===== config.mk =====
export PLATFORM = sky130hd
export DESIGN_NAME = chunked_serial_adder
export DESIGN_NICKNAME = d
export VERILOG_FILES = /design/src/rtl/chunked_serial_adder.sv
export SDC_FILE = /design/constraint.sdc
export NUM_CORES = 1
export LEC_CHECK = 0
export CAP_MARGIN = 20
export CORE_UTILIZATION = 53
export CTS_CLUSTER_SIZE = 25
export DETAILED_ROUTE_END_ITERATION = 16
export PLACE_DENSITY = 0.8
export RECOVER_POWER = 50
export SLEW_MARGIN = 40
export SYNTH_ARGS = -nofsm -noshare
export SYNTH_HDL_FRONTEND = slang
export SYNTH_SLANG_ARGS = --single-unit

===== constraint.sdc =====
create_clock -name clk -period 3.3 [get_ports clk]
set_clock_uncertainty 0.15 [all_clocks]
set_input_delay 0.99 -clock clk [delete_from_list [all_inputs] [get_ports clk]]
set_output_delay 0.99 -clock clk [all_outputs]
set_load 0.01 [all_outputs]

===== src/rtl/chunked_serial_adder.sv =====
// rtl/chunked_serial_adder.sv - multi-cycle add/sub, one CHUNK-bit slice per cycle, LSB first.
// Optional signed-overflow output enabled by defining ADDER_OVF_EN.
module chunked_serial_adder #(
    parameter int WIDTH = 16,
    parameter int CHUNK = 4
) (
    input  logic             clk,
    input  logic             rst_n,
    input  logic             start,
    input  logic [WIDTH-1:0] A,
    input  logic [WIDTH-1:0] B,
    input  logic             Cin,
    input  logic             Sub,
    output logic             busy,
    output logic             done,
    output logic [WIDTH-1:0] S,
`ifdef ADDER_OVF_EN
    output logic             Ovf,
`endif
    output logic             Cout
);

    localparam int NCHUNK = WIDTH / CHUNK;
    localparam int KW     = (NCHUNK > 1) ? $clog2(NCHUNK) : 1;

    if ((WIDTH % CHUNK) != 0) begin : g_bad_chunk
        $error("chunked_serial_adder: WIDTH must be a multiple of CHUNK");
    end

    typedef enum logic [1:0] {
        ST_IDLE = 2'd0,
        ST_RUN  = 2'd1,
        ST_DONE = 2'd2
    } state_t;

    state_t           state_q, state_d;
    logic [WIDTH-1:0] a_q, a_d;
    logic [WIDTH-1:0] b_q, b_d;
    logic [WIDTH-1:0] work_q, work_d;
    logic [WIDTH-1:0] s_q, s_d;
    logic [KW-1:0]    k_q, k_d;
    logic             carry_q, carry_d;
    logic             cout_q, cout_d;
`ifdef ADDER_OVF_EN
    logic             ovf_q, ovf_d;
`endif

    logic [CHUNK-1:0] a_chunk, b_chunk, sum_chunk;
    logic             c_chunk;
    logic             last_chunk;

    always_comb begin
        a_chunk              = a_q[k_q*CHUNK +: CHUNK];
        b_chunk              = b_q[k_q*CHUNK +: CHUNK];
        {c_chunk, sum_chunk} = {1'b0, a_chunk} + {1'b0, b_chunk} + {{CHUNK{1'b0}}, carry_q};
        last_chunk           = (k_q == KW'(NCHUNK - 1));
    end

    always_comb begin
        state_d = state_q;
        a_d     = a_q;
        b_d     = b_q;
        work_d  = work_q;
        s_d     = s_q;
        k_d     = k_q;
        carry_d = carry_q;
        cout_d  = cout_q;
`ifdef ADDER_OVF_EN
        ovf_d   = ovf_q;
`endif
        case (state_q)
            ST_IDLE, ST_DONE: begin
                // Subtraction is A + ~B + 1, so B is inverted once at capture time.
                if (start) begin
                    a_d     = A;
                    b_d     = Sub ? ~B : B;
                    carry_d = Sub ? 1'b1 : Cin;
                    k_d     = '0;
                    state_d = ST_RUN;
                end else begin
                    state_d = ST_IDLE;
                end
            end
            ST_RUN: begin
                work_d[k_q*CHUNK +: CHUNK] = sum_chunk;
                carry_d = c_chunk;
                if (last_chunk) begin
                    s_d     = work_d;
                    cout_d  = c_chunk;
`ifdef ADDER_OVF_EN
                    // Carry into the MSB is recovered from the MSB sum bit of the top slice.
                    ovf_d   = (a_chunk[CHUNK-1] ^ b_chunk[CHUNK-1] ^ sum_chunk[CHUNK-1]) ^ c_chunk;
`endif
                    k_d     = '0;
                    state_d = ST_DONE;
                end else begin
                    k_d     = k_q + KW'(1);
                end
            end
            default: state_d = ST_IDLE;
        endcase
    end

    always_ff @(posedge clk or negedge rst_n) begin
        if (!rst_n) begin
            state_q <= ST_IDLE;
            a_q     <= '0;
            b_q     <= '0;
            work_q  <= '0;
            s_q     <= '0;
            k_q     <= '0;
            carry_q <= 1'b0;
            cout_q  <= 1'b0;
`ifdef ADDER_OVF_EN
            ovf_q   <= 1'b0;
`endif
        end else begin
            state_q <= state_d;
            a_q     <= a_d;
            b_q     <= b_d;
            work_q  <= work_d;
            s_q     <= s_d;
            k_q     <= k_d;
            carry_q <= carry_d;
            cout_q  <= cout_d;
`ifdef ADDER_OVF_EN
            ovf_q   <= ovf_d;
`endif
        end
    end

    assign busy = (state_q == ST_RUN);
    assign done = (state_q == ST_DONE);
    assign S    = s_q;
    assign Cout = cout_q;
`ifdef ADDER_OVF_EN
    assign Ovf  = ovf_q;
`endif

endmodule


* Yosys cells after proc, flatten, opt, wreduce, memory -nomap -nowiden *
Cells that the tools add are included.

word-level totals
  register bits after elaboration = 70
  input port bits = 37

cells by class
  add/sub/neg operators = 4
  eq/ne operators = 5
  shifts and indexed selects = 4
  multiplexer cells = 11
  bitwise gates (word level) = 1
  reduce and logical (&&, ||, !) cells = 6

operator list
  cell                       number
  $neg A4 Y34                1
  $shift A4 B34 Y16 const A  1
  $shiftx A4 B34 Y16         1
  $shiftx A16 B5 Y4          2
  $bwmux W16                 1
  $mux W16                   1
  $not A16 Y16               1
  $pmux W2 S2                2
  $mux W2                    3
  $reduce_and A2 Y1          3
  $add A4 B4 Y5              1
  $add A5 B1 Y5              1
  $eq A2 B2 Y1 const B       2
  $mux W1                    3
  $add A2 B1 Y2 const B      1
  $eq A2 B1 Y1 const B       1
  $logic_not A2 Y1           1
  $ne A2 B1 Y1 const B       1
  $ne A2 B2 Y1 const B       1
  $pmux W1 S2                1
  $reduce_bool A2 Y1         1
  $reduce_or A2 Y1           1

* Logic depth before layout (Yosys ltp) *
Gate-level depths: netlist of run 1.

  depth in word-level cells = 5
  mapped depth = 7
  gate-level depth less buffers = 6

* Worst setup path after synthesis of run 1 *
OpenSTA, ideal clock, no wires.

  kind = reg-to-reg
  from = register k_q[0]
  to = register work_q[10]
  arrival time = 2,748 ps
  path slack = 281 ps
  cell stages (with the launch flop) = 8
  buffers on the path = 1
  cell sequence = dfrtp_1 > buf_2 > mux4_2 > fa_1 > fa_1 > xor2_1 > and2_1 > a22o_2

on the way
  word-level cells in the longest chain between the ends = 5
  elaborated cells on any way between the ends = 8
  classes of those cells = 3 x add/sub; 4 x shift; 1 x mux

ends and longest elaborated chain
  what                                         RTL line  source
  from (decl)                                  41        logic [KW-1:0] k_q, k_d;
  from (signal assigned)                       123       k_q <= k_d;
  $shiftx A16 B5 Y4, on equally long branches  53, 54
  $add A4 B4 Y5                                55        {c_chunk, sum_chunk} = {1'b0, a_chunk} + {1'b0, b_chunk} + {{CHUNK{1'b0}}, carry_q};
  $add A5 B1 Y5                                55
  $shiftx A4 B34 Y16                           85        work_d[k_q*CHUNK +: CHUNK] = sum_chunk;
  $bwmux W16 *                                 85
  to (signal assigned)                         121       work_q <= work_d;
  to (decl)                                    39        logic [WIDTH-1:0] work_q, work_d;

Every way passes the cells marked *; elsewhere a longest branch is shown, timed or not.
A chain may end at the register's enable or synchronous reset.

* Worst setup path after layout of run 1 *
  from = register k_q[0]
  to = register work_q[7]

The elaborated chain is that of the path after synthesis.

==> metrics.md, run 1 <==
| Metric | Value |
|---|---|
| Die area | 0.006545 mm² |
| Port Buf Inserts | 55 |
| WP data required | 3.43 ns |
| Flop pwr share | 33.7% |
| Final setup vio count | 0 |
| Critical-path maximum fanout | 9 |
| Largest net degree at the start of global routing | 29 |
| Worst rel slew slack | 20.08% |
| R2r endpoint | work_q[7]$_DFFE_PN0P_ |
| WP buf/inv | 1 |
| Via count | 2373 |
| Routability cong. | 0.7927 |
| Iter 0 DRT Violations | 193 |
| Yosys top cell area share | 53.09% |
| Synth-to-Final Area Change | 24.27% |
| Reg2Reg Launch Point | k_q[0]$_DFFE_PN0P_ |
| Final hold violation count | 0 |
| Syn_area_per_cell | 12.04 µm² |
| RSZ-0062 raised after global routing | false |
| Core Util, Final | 68.84% |
| CORE AREA | 0.005956 mm² |
| Syn Inst Count | 274 |
| Initial Utilization | 55.40% |
| Comb pwr share | 51.9% |
| Place WS | 0.2678 ns |
| Post-synthesis register bit count | 70 |
| Max incr delay on CP | 0.57 ns |
| Worst VDD drop | 624.1 µV |
| Clock Sinks | 70 |
| Max Freq | 328.3 MHz |
| Wire per inst | 16.70 µm |
| Layout cells sized above 1 | 16.42% |
| Clock buffer depth | 2 |
| Hold Path Origin | b_q[1]$_DFFE_PN0P_ |
| Fillcell total | 486 |
| Syn nets | 322 |
| Routed wire length | 6848 µm |
| H-tree depth | 3 |
| Worst slew pin tran | 1.199 ns |
| Initial antenna violation count | 0 |
| Pwr Total | 4.472 mW |
| Setup TNS Final | 0 ns |
| Reg2reg setup slack | 0.25 ns |
| Hold/Removal Path Class | reg2reg |
| Root buf cell | clkbuf_8 |
| Switch share | 40.15% |
| Crit Path Class | reg2reg |
| Post-DP HPWL | 5053 µm |
| DP Area | 0.003924 mm² |
| CTS Buf Count | 9 |
| Worst hold endpoint | b_q[1]$_DFFE_PN0P_ |
| Reg2reg path depth | 7 |
| Die span in x | 80.90 µm |
| Min Tclk post-route | 3.046 ns |
| Max cap viols | 0 |
| Die H | 80.90 µm |
| First-pass GRT wire length | 11870 µm |
| Drt pass-1 iters | 5 |
| Worst EP arrival | 3.18 ns |
| Synth cell types | 32 |
| Worst hold slack | 0.3321 ns |
| Clock power share | 14.4% |
| Vias in the first global route | 2482 |
| Post-route cell area | 0.004100 mm² |
| Clock slew at reported path FFs | 0.07 ns |
| Internal power | 2.676 mW |
| Worst Setup Start Kind | register |
| Setup Fix Bufs, Post-CTS | 0 |
| Clk_lat worst skew | 0.34 ns |
| Residual DRC | 0 |
| CP Cell Sequence | buf_4 -> mux4_2 -> ha_1 -> a21o_2 -> o21ai_0 -> and2_4 -> a32o_1 |
| Synth warnings | 0 |
| Post-CTS Resized | 0 |
| Pwr dens | 1091 mW/mm² |
| Hold Path Cell Cnt | 2 |
| Slew Viols, Final | 0 |
| Status | complete, no violations |
| CP Capture Type | register |
| Rows | 28 |
| GRT Residual Overflow | 0 |
| Ant diodes | 0 |
| Fin nets | 378 |
| P_sw | 1.796 mW |
| CTS tree | done |
| Antenna-violating nets left | 0 |
| Seq/Total Area, Yosys | 53.09% |
| Post-Layout Cell Count | 410 |
| Total track usage | 24.57% |
| Worst setup path startpoint | k_q[0]$_DFFE_PN0P_ |
| Crit-path slowest cell | dfrtp_1 |
| Tcrit/Tclk final | 92.30% |
| Syn Std Cell Area | 0.003299 mm² |
| CP delay by family, top | compound AO/OA/AOI/OAI gates |
| Largest cells by area after synthesis | dfrtp_1 53%, mux2_2 5.5%, mux4_2 5.5% |
| I/O pin cnt | 56 |
| Cell taking the most area after synthesis | dfrtp_1 |
| Leak | 1.750 nW |
| CTS Hold Buffers Added | 0 |
| Placed Cells | 394 |
| Setup slack after layout | 0.2542 ns |
| Via density | 5.788 |
==> cell families (layout without fill, tap and decap cells) <==
group	after synthesis	in the layout	share of synthesized area, %
buffers and inverters	26	87	3.261
multiplexers	24	24	10.92
adder cells (fa/ha/maj)	11	11	4.627
flip-flops	70	70	53.09
AND/OR/NAND/NOR	65	65	9.670
XOR/XNOR	17	17	4.513
AO/OA/AOI/OAI	61	61	13.92
==> power groups by stage <==
stage | Clock (mW) | Sequential [mW] | Combinational (mW)
floorplan | 0 | 1.48 | 1.56
global placement | 0 | 1.51 | 2.22
detailed placement | 0 | 1.53 | 2.31
CTS | 0.655 | 1.51 | 2.32
global route | 0.699 | 1.56 | 2.53
finish | 0.645 | 1.51 | 2.32
==> sequential cells by signal, summed over array words and instances (netlist names) <==
signal	flops
S	16
a_q	16
b_q	16
work_q	16
k_q	2
state_q	2
Cout	1
carry_q	1
==> layout make-up <==
type                    instances  area [µm²]  share of cell area (%)
well taps                      75       93.84                   2.289
flip-flops and latches         70        1752                   42.72
repair buffers                 63       598.1                   14.59
clock inverters                 3       17.52                  0.4272
multi-input cells             178        1440                   35.12
clock buffers                  13       168.9                   4.120
inverters                       8       30.03                  0.7324
==> synth_stat cells, drive strengths merged <==
cell type	instances
a21o	2
a21oi	5
a221oi	12
a22o	5
a32o	12
a32oi	4
and2	3
and3	1
and4b	1
buf	10
clkbuf	8
dfrtp	70
fa	2
ha	9
inv	8
mux2	16
mux4	8
nand2	24
nand2b	2
nor2	29
nor2b	1
nor4	1
nor4b	2
o21ai	19
o221ai	1
o31ai	1
or3	1
xnor2	16
xor2	1
==> metal layers <==
metal	global-route usage, %	routed length, µm	part of all wire, %	vias to the layer above
met4	10.71	124	1.8	0
li1	-	-	-	1101
met2	41.09	3504	51	80
met1	30.69	2910	42	1180
met5	0	0	0	-
met3	5.281	309	4.5	12
==> tightest hold or removal path, cell delays in order (launching register included) <==
cell     delay [ns]
dfrtp_1        0.34
nand2_1        0.04
o21ai_0        0.06
==> layout by cell type, fill, tap and decap left out, types with 2 or more instances in the layout <==
master,synthesis,final
a21oi_1,5,5
a32o_1,12,12
nor4b_2,2,2
a32oi_1,4,4
and2_1,2,2
clkinv_2,0,2
clkdlybuf4s50_1,0,53
a22o_1,4,4
nand2b_1,2,2
clkbuf_1,8,3
mux4_2,8,8
a221oi_1,12,12
inv_1,8,8
dfrtp_1,70,70
clkbuf_8,0,12
a21o_2,2,2
nor2_1,29,29
o21ai_0,19,19
buf_4,0,6
ha_1,9,9
fa_1,2,2
xnor2_1,16,16
mux2_2,16,16
nand2_1,24,24
==> worst max-delay path by stage <==
stage          slack (ns)  depth (start not counted)                      to
2_1_floorplan        0.28                          7  work_q[10]$_DFFE_PN0P_
3_3_place_gp         0.34                          6  work_q[10]$_DFFE_PN0P_
3_5_place_dp         0.27                          6   work_q[6]$_DFFE_PN0P_
4_1_cts              0.25                          6   work_q[6]$_DFFE_PN0P_
5_1_grt              0.05                          7       S[15]$_DFFE_PN0P_
6_report             0.25                          7   work_q[7]$_DFFE_PN0P_
Note: power is estimated with default switching activity, not from simulation.
==> inputs of run 2 (changes only) <==
SLEW_MARGIN = 5   (was 40)
==> results of run 2 <==
No change in the layout: final DEF, timing and power equal those of run 1.
